**src/rtl/fb_avl_port.sv**
```systemverilog
// Frame-buffer port between a pixel controller and an Avalon-MM DDR controller.
// Optional FB_TEST_PATTERN_EN: write the word address as data instead of wr_data.
module fb_avl_port #(
    parameter int unsigned DATA_WIDTH      = 32,
    parameter int unsigned ADDR_WIDTH      = 25,
    parameter int unsigned FRAME_WORDS     = 307200,
    parameter int unsigned MAX_OUTSTANDING = 8
) (
    input  logic                  clk,
    input  logic                  reset,
    input  logic                  wr_en,
    input  logic                  rd_en,
    input  logic [DATA_WIDTH-1:0] wr_data,
    output logic                  avl_ready,
    output logic                  full,
    output logic                  rd_done,
    output logic [DATA_WIDTH-1:0] rd_data,
    output logic                  rd_data_valid,
    input  logic                  avl_waitrequest_n,
    output logic [ADDR_WIDTH-1:0] avl_address,
    output logic                  avl_write_req,
    output logic                  avl_read_req,
    output logic [DATA_WIDTH-1:0] avl_wdata,
    input  logic [DATA_WIDTH-1:0] avl_rdata,
    input  logic                  avl_rdata_valid,
    output logic [2:0]            avl_size
);

    localparam logic [ADDR_WIDTH-1:0] LastAddr = ADDR_WIDTH'(FRAME_WORDS - 1);
    localparam logic [ADDR_WIDTH-1:0] AddrOne  = ADDR_WIDTH'(1);
    localparam logic [3:0]            MaxOut   = 4'(MAX_OUTSTANDING);

    typedef enum logic [1:0] {s_idle, s_write, s_read, s_drain} state_t;

    state_t                  state_q, state_d;
    logic [ADDR_WIDTH-1:0]   wr_addr_q, rd_addr_q, ret_cnt_q;
    logic [3:0]              outstanding_q;
    logic                    full_q, rd_done_q, rd_data_valid_q;
    logic [DATA_WIDTH-1:0]   rd_data_q;
    logic                    at_limit, wr_accept, rd_accept, rd_return;

    assign at_limit  = (outstanding_q >= MaxOut);
    assign wr_accept = avl_write_req & avl_waitrequest_n;
    assign rd_accept = avl_read_req & avl_waitrequest_n;
    // Returns with nothing in flight are stale (e.g. issued before a reset).
    assign rd_return = avl_rdata_valid & (outstanding_q != 4'd0);

    always_comb begin
        state_d       = state_q;
        avl_write_req = 1'b0;
        avl_read_req  = 1'b0;
        avl_address   = '0;
        avl_ready     = avl_waitrequest_n;
        unique case (state_q)
            s_idle: begin
                if (!wr_en) begin
                    state_d       = s_write;
                    avl_write_req = 1'b1;
                    avl_address   = wr_addr_q;
                end else if (!rd_en) begin
                    state_d = s_read;
                end
            end
            s_write: begin
                avl_write_req = ~wr_en;
                avl_address   = wr_addr_q;
                if (wr_en) state_d = rd_en ? s_idle : s_drain;
            end
            s_read: begin
                avl_read_req = ~rd_en & ~at_limit;
                avl_address  = rd_addr_q;
                if (at_limit) avl_ready = 1'b0;
                if (rd_en) state_d = s_drain;
            end
            s_drain: begin
                avl_ready = 1'b0;
                if (outstanding_q == 4'd0) state_d = s_idle;
            end
            default: state_d = s_idle;
        endcase
    end

    always_ff @(posedge clk) begin
        if (!reset) begin
            state_q         <= s_idle;
            wr_addr_q       <= '0;
            rd_addr_q       <= '0;
            ret_cnt_q       <= '0;
            outstanding_q   <= 4'd0;
            full_q          <= 1'b0;
            rd_done_q       <= 1'b0;
            rd_data_valid_q <= 1'b0;
            rd_data_q       <= '0;
        end else begin
            state_q <= state_d;
            if (wr_accept) wr_addr_q <= (wr_addr_q == LastAddr) ? '0 : wr_addr_q + AddrOne;
            full_q <= wr_accept && (wr_addr_q == LastAddr);
            if (rd_accept) rd_addr_q <= (rd_addr_q == LastAddr) ? '0 : rd_addr_q + AddrOne;
            if (rd_return) ret_cnt_q <= (ret_cnt_q == LastAddr) ? '0 : ret_cnt_q + AddrOne;
            rd_done_q <= rd_return && (ret_cnt_q == LastAddr);
            case ({rd_accept, rd_return})
                2'b10:   outstanding_q <= outstanding_q + 4'd1;
                2'b01:   outstanding_q <= outstanding_q - 4'd1;
                default: outstanding_q <= outstanding_q;
            endcase
            rd_data_valid_q <= rd_return;
            rd_data_q       <= avl_rdata;
        end
    end

`ifdef FB_TEST_PATTERN_EN
    assign avl_wdata = DATA_WIDTH'(wr_addr_q);
`else
    assign avl_wdata = wr_data;
`endif

    assign full          = full_q;
    assign rd_done       = rd_done_q;
    assign rd_data       = rd_data_q;
    assign rd_data_valid = rd_data_valid_q;
    assign avl_size      = 3'd1;

endmodule

```
**config.mk**
```make
export PLATFORM = sky130hd
export DESIGN_NAME = fb_avl_port
export DESIGN_NICKNAME = d
export VERILOG_FILES = /design/src/rtl/fb_avl_port.sv
export SDC_FILE = /design/constraint.sdc
export NUM_CORES = 1
export LEC_CHECK = 0
export CAP_MARGIN = 0
export CORE_MARGIN = 10
export CORE_UTILIZATION = 32
export DETAILED_ROUTE_END_ITERATION = 8
export GPL_ROUTABILITY_DRIVEN = 0
export SYNTH_ARGS = -nofsm -noshare
export SYNTH_HDL_FRONTEND = slang
export SYNTH_SLANG_ARGS = --single-unit
```
**constraint.sdc**
```tcl
create_clock -name clk -period 3.58 [get_ports clk]
set_clock_uncertainty 0.2 [all_clocks]
set_input_delay 0.358 -clock clk [delete_from_list [all_inputs] [get_ports clk]]
set_output_delay 0.358 -clock clk [all_outputs]
set_load 0.05 [all_outputs]
```
### Word-level counts from Yosys, hierarchy flattened

Index checks and enable logic that the tools add are counted.

* word-level logic and storage cells: 59
* register bits after elaboration: 116
* output and inout port bits: 98
* bits of input ports: 70

* equal/unequal tests: 12
* reduce and logical (&&, ||, !) cells: 7
* $lt $le $gt $ge: 1
* bitwise operators: 7
* add/sub/neg operators: 5
* muxes and demuxes: 18

Operators with widths (number)
* $mux W25: 4
* $add A25 B1 Y25 const B: 3
* $eq A25 B19 Y1 const B: 3
* $pmux W25 S3: 1
* $mux W2: 6
* $pmux W2 S4: 1
* $pmux W4 S2: 1
* $eq A2 B2 Y1 const B: 3
* $ne A2 B2 Y1 const B: 3
* $add A4 B1 Y4 const B: 1
* $and A1 B1 Y1: 4
* $eq A2 B1 Y1 const B: 2
* $ge A4 B4 Y1 const B: 1
* $logic_not A4 Y1: 1
* $pmux W1 S2: 2
* $reduce_and A4 Y1: 1
* $reduce_bool A4 Y1: 1
* $sub A4 B1 Y4 const B: 1
* $mux W1: 3
* $ne A3 B3 Y1 const B: 1
* $not A1 Y1: 3
* $logic_and A1 B1 Y1: 2
* $logic_not A2 Y1: 1
* $reduce_bool A2 Y1: 1

### Longest topological paths before layout

* depth after elaboration: 7
* depth in mapped cells: 11

### Worst setup path before layout

No wires, ideal clock.

* kind: register to register
* start point: register state_q[1]
* end point: register outstanding_q[3]
* stages on the path, launching flop included: 11
* arrival: 2.891 ns
* required time: 3.308 ns
* path buffers: 2
* period minus slack after synthesis: 3.162 ns
* setup slack: 0.418 ns
* setup time: 0.072 ns
* path through: dfxtp_1 buf_2 nor4b_4 clkbuf_1 nand2_1 ha_1 ha_1 a21o_1 a21oi_1 mux2i_1 mux2i_1

* word-level cells in the longest chain between the ends: 5
* elaborated cells on any way between the ends: 7
* those cells by class: eq/ne (3); mux (2); bitwise (1); reduce/logical (1)

RTL lines
* from (decl): line 35 `state_t state_q, state_d;`
* from (signal assigned): line 85 `state_q <= s_idle;`
* from (signal assigned): line 95 `state_q <= state_d;`
* $eq A2 B2 Y1 (*): line 54 `unique case (state_q)`
* $mux W1 (*): line 54
* net avl_read_req: line 22 `output logic avl_read_req,`
* $and A1 B1 Y1 (*): line 44 `assign rd_accept = avl_read_req & avl_waitrequest_n;`
* $eq A2 B1 Y1 / $eq A2 B2 Y1 (equally long branches): line 101 `case ({rd_accept, rd_return})`
* $pmux W4 S2 / $reduce_bool A2 Y1 (equally long branches)
* to (signal assigned): line 102 `2'b10: outstanding_q <= outstanding_q + 4'd1;`
* to (signal assigned): line 103 `2'b01: outstanding_q <= outstanding_q - 4'd1;`
* to (signal assigned): line 104 `default: outstanding_q <= outstanding_q;`
* to (decl): line 37 `logic [3:0] outstanding_q;`

The timed path passes the listed nets; every way through them passes the cells marked *.
A chain may end at the register's enable or synchronous reset.

### Final worst setup path

* start point: register state_q[1]
* end point: output port avl_read_req

* word-level cells in the longest chain between the ends: 2

RTL lines (line)
* $eq A2 B2 Y1: 54
* $mux W1: 54
* to (decl): 22

No other way between the ends.

==> results.toml <==
[route]
wl_per_cell_um = 16.3
wirelength_um = 15400
dr.pass1.iters = 5
drt_iter0_markers = 383
final_antenna_net_count = 0
num_vias = 5047
vias_per_cell = 5.35
drc_errors = 0

[final_layout]
nFillCells = 1702
drive_gt1_frac = 0.106
fin_nets = 782
final_area_um2 = 7170
antennaDiodeCount = 0
syn_to_final_growth_pct = 27.5

[logic_synthesis]
synth_area_leaders = "dfxtp_1 (41%), a21oi_1 (4.8%), and2_1 (4.7%)"
ys_seq_area_frac = 0.413
synth_top_area_cell = "dfxtp_1"
synth_cell_types = 52
syn_area_um2 = 5630
ys_ff_latch = 116
synth_top_area_frac = 0.413
synth_edf_count = 0
async_flop_share = 0
syn_inst = 650
yosysWarnings = 0
syn_avg_cell_area_um2 = 8.66
synth-main-ff-cell = "dfxtp_1"

[die]
die_w_um = 153
initial_core_util = 0.325
num_rows = 48
io_pins = 168
core_area_um2 = 17300
die_area_um2 = 23300
die_h_um = 153

[clock_network]
cts-htree-levels = 4
clock-root-buffer = "clkbuf_16"
clock-sinks = 116
tritoncts = "built"
cts_hold_buf = 0
clkTransAtPathRegs_ps = 50
ctsResizeCount = 0
cts_buffers = 17
postCtsSetupRepairBufs = 0
cts_buffer_depth = 2
clk_latency_ps = 410

[timing]
slew_viol_final = 0
max_freq_mhz = 350
tightest_slew_ps = 613
finalSetupViolations = 0
rsz0062_at_grt = "no"
fin_crit_ps = 2860
finalHoldViolations = 0
fin_crit_sh = 0.797
setup_tns_ps = 0
max-slew-margin-rel = 0.588

[global_routing]
gr-total-overflow = 0
grt_max_degree = 45
grt_first_pass_wirelength_um = 25500
grt_pass1_vias = 4837
grt_antenna_before_repair = 0
gr-usage-all-layers = 0.129

[status]
status = "finished, final reports clean"

[critical_path]
r2r_setup_slack_ps = 970
worstPathArrival_ps = 2300
crit_path_start_kind = "register"
required_ps = 3020
reg2reg_depth = 6
crit_type = "reg2out"
crit_path_end_kind = "output port"
cp_max_fo = 13

[run]
maxCapViolations = 0

[power_and_ir_drop]
powerDensity_nw_per_um2 = 487
peakVddDrop_mv = 0.370
leakagePower_uw = 0.00252

[hold_path]
min-delay-path-class = "reg2reg"
hold-path-cell-count = 2

[place]
numPortBuffers = 100
place_area_um2 = 6520
dp.final_hpwl_um = 11000
worst max-delay path: stages (launching register included):
cell,delay [ps]
dfxtp_1,520
nor4b_4,280
buf_4,240
clkdlybuf4s50_1,830
state kept, by name, indices dropped and copies added (netlist names):
register       flops
full               1
outstanding_q      4
rd_addr_q         25
rd_data           32
rd_data_valid      1
rd_done            1
ret_cnt_q         25
state_q            2
wr_addr_q         25
layout by cell type (no fill, tap or decap), types with 11 or more instances in the layout:
cell             count
nand3_1             29
and4_1              14
inv_1               15
a21oi_1             53
a22o_1              25
dfxtp_1            116
or4_1               21
and2_1              42
or3_1               16
xor2_1              22
nand2_1             33
and3_1              11
nand4_1             29
clkdlybuf4s50_1     75
buf_4               35
nor2_1              39
clkbuf_16           17
o21ai_0             22
o31ai_1             21
power by group:
group | switching [uW] | leakage (uW) | internal (uW)
Combinational | 168 | 0.00127 | 105
Sequential | 16.5 | 0.000944 | 1320
Clock | 616 | 0.000311 | 1270
Total | 800 | 0.00252 | 2690
final timing paths:
| path | from | to |
|---|---|---|
| worst max register to register | ret_cnt_q[0]$_SDFFE_PN0P_ | ret_cnt_q[22]$_SDFFE_PN0P_ |
| worst min register to register | ret_cnt_q[1]$_SDFFE_PN0P_ | ret_cnt_q[1]$_SDFFE_PN0P_ |
| worst min-delay path | ret_cnt_q[1]$_SDFFE_PN0P_ | ret_cnt_q[1]$_SDFFE_PN0P_ |
| worst max-delay path | state_q[1]$_SDFFE_PN0P_ | avl_read_req |
stage by stage:
stage | hold slack, ps | utilization | std cells | total power (uW) | setup WS [ps]
6_report | 286 | 0.415 | 943 | 3490 | 725
2_1_floorplan | 252 | - | 651 | 1620 | 418
3_3_place_gp | 273 | 0.377 | 911 | 1630 | 713
4_1_cts | 288 | 0.415 | 943 | 3530 | 718
5_1_grt | 304 | 0.415 | 943 | 3600 | 618
3_5_place_dp | 280 | 0.377 | 911 | 1640 | 690
cells in the mapped netlist, drive strengths merged, types with 21 or more instances:
library cell / number
a21oi: 54
a22o: 25
and2: 42
buf: 42
clkbuf: 33
dfxtp: 116
nand2: 33
nand3: 29
nand4: 30
nor2: 39
o21ai: 25
o31ai: 22
or4: 21
xor2: 22
cell families (layout without fill, tap and decap cells):
logic type / count (synthesis) / in the layout / share of synthesized area
AOI/OAI and AO/OA: 137 / 137 / 0.157
xor gates and xnor gates: 28 / 28 / 0.0436
adders and majority gates: 7 / 7 / 0.0169
buffers and inverters: 91 / 158 / 0.0856
DFF: 116 / 116 / 0.413
muxes: 2 / 2 / 0.00356
other: 2 / 3 / 0.00133
and+or+nand+nor: 267 / 267 / 0.279
metal layers:
layer | part of all wire | global-route usage | routed length (um) | vias up
met5 | 0 | 0 | 0 | -
met4 | 0.012 | 0.0422 | 179 | 0
met3 | 0.064 | 0.0446 | 985 | 17
met2 | 0.46 | 0.203 | 7130 | 163
met1 | 0.46 | 0.162 | 7080 | 2420
li1 | - | - | - | 2447
cell type report:
cell class	count	area, um2	area share
multi-input cells	444	2840	0.396
flip-flops and latches	116	2320	0.324
repair buffers	110	1010	0.141
clock buffers	19	453	0.0632
well taps	225	282	0.0393
clock inverters	13	204	0.0284
inverters	16	60.1	0.00837
Power figures use the tool's default switching activity.
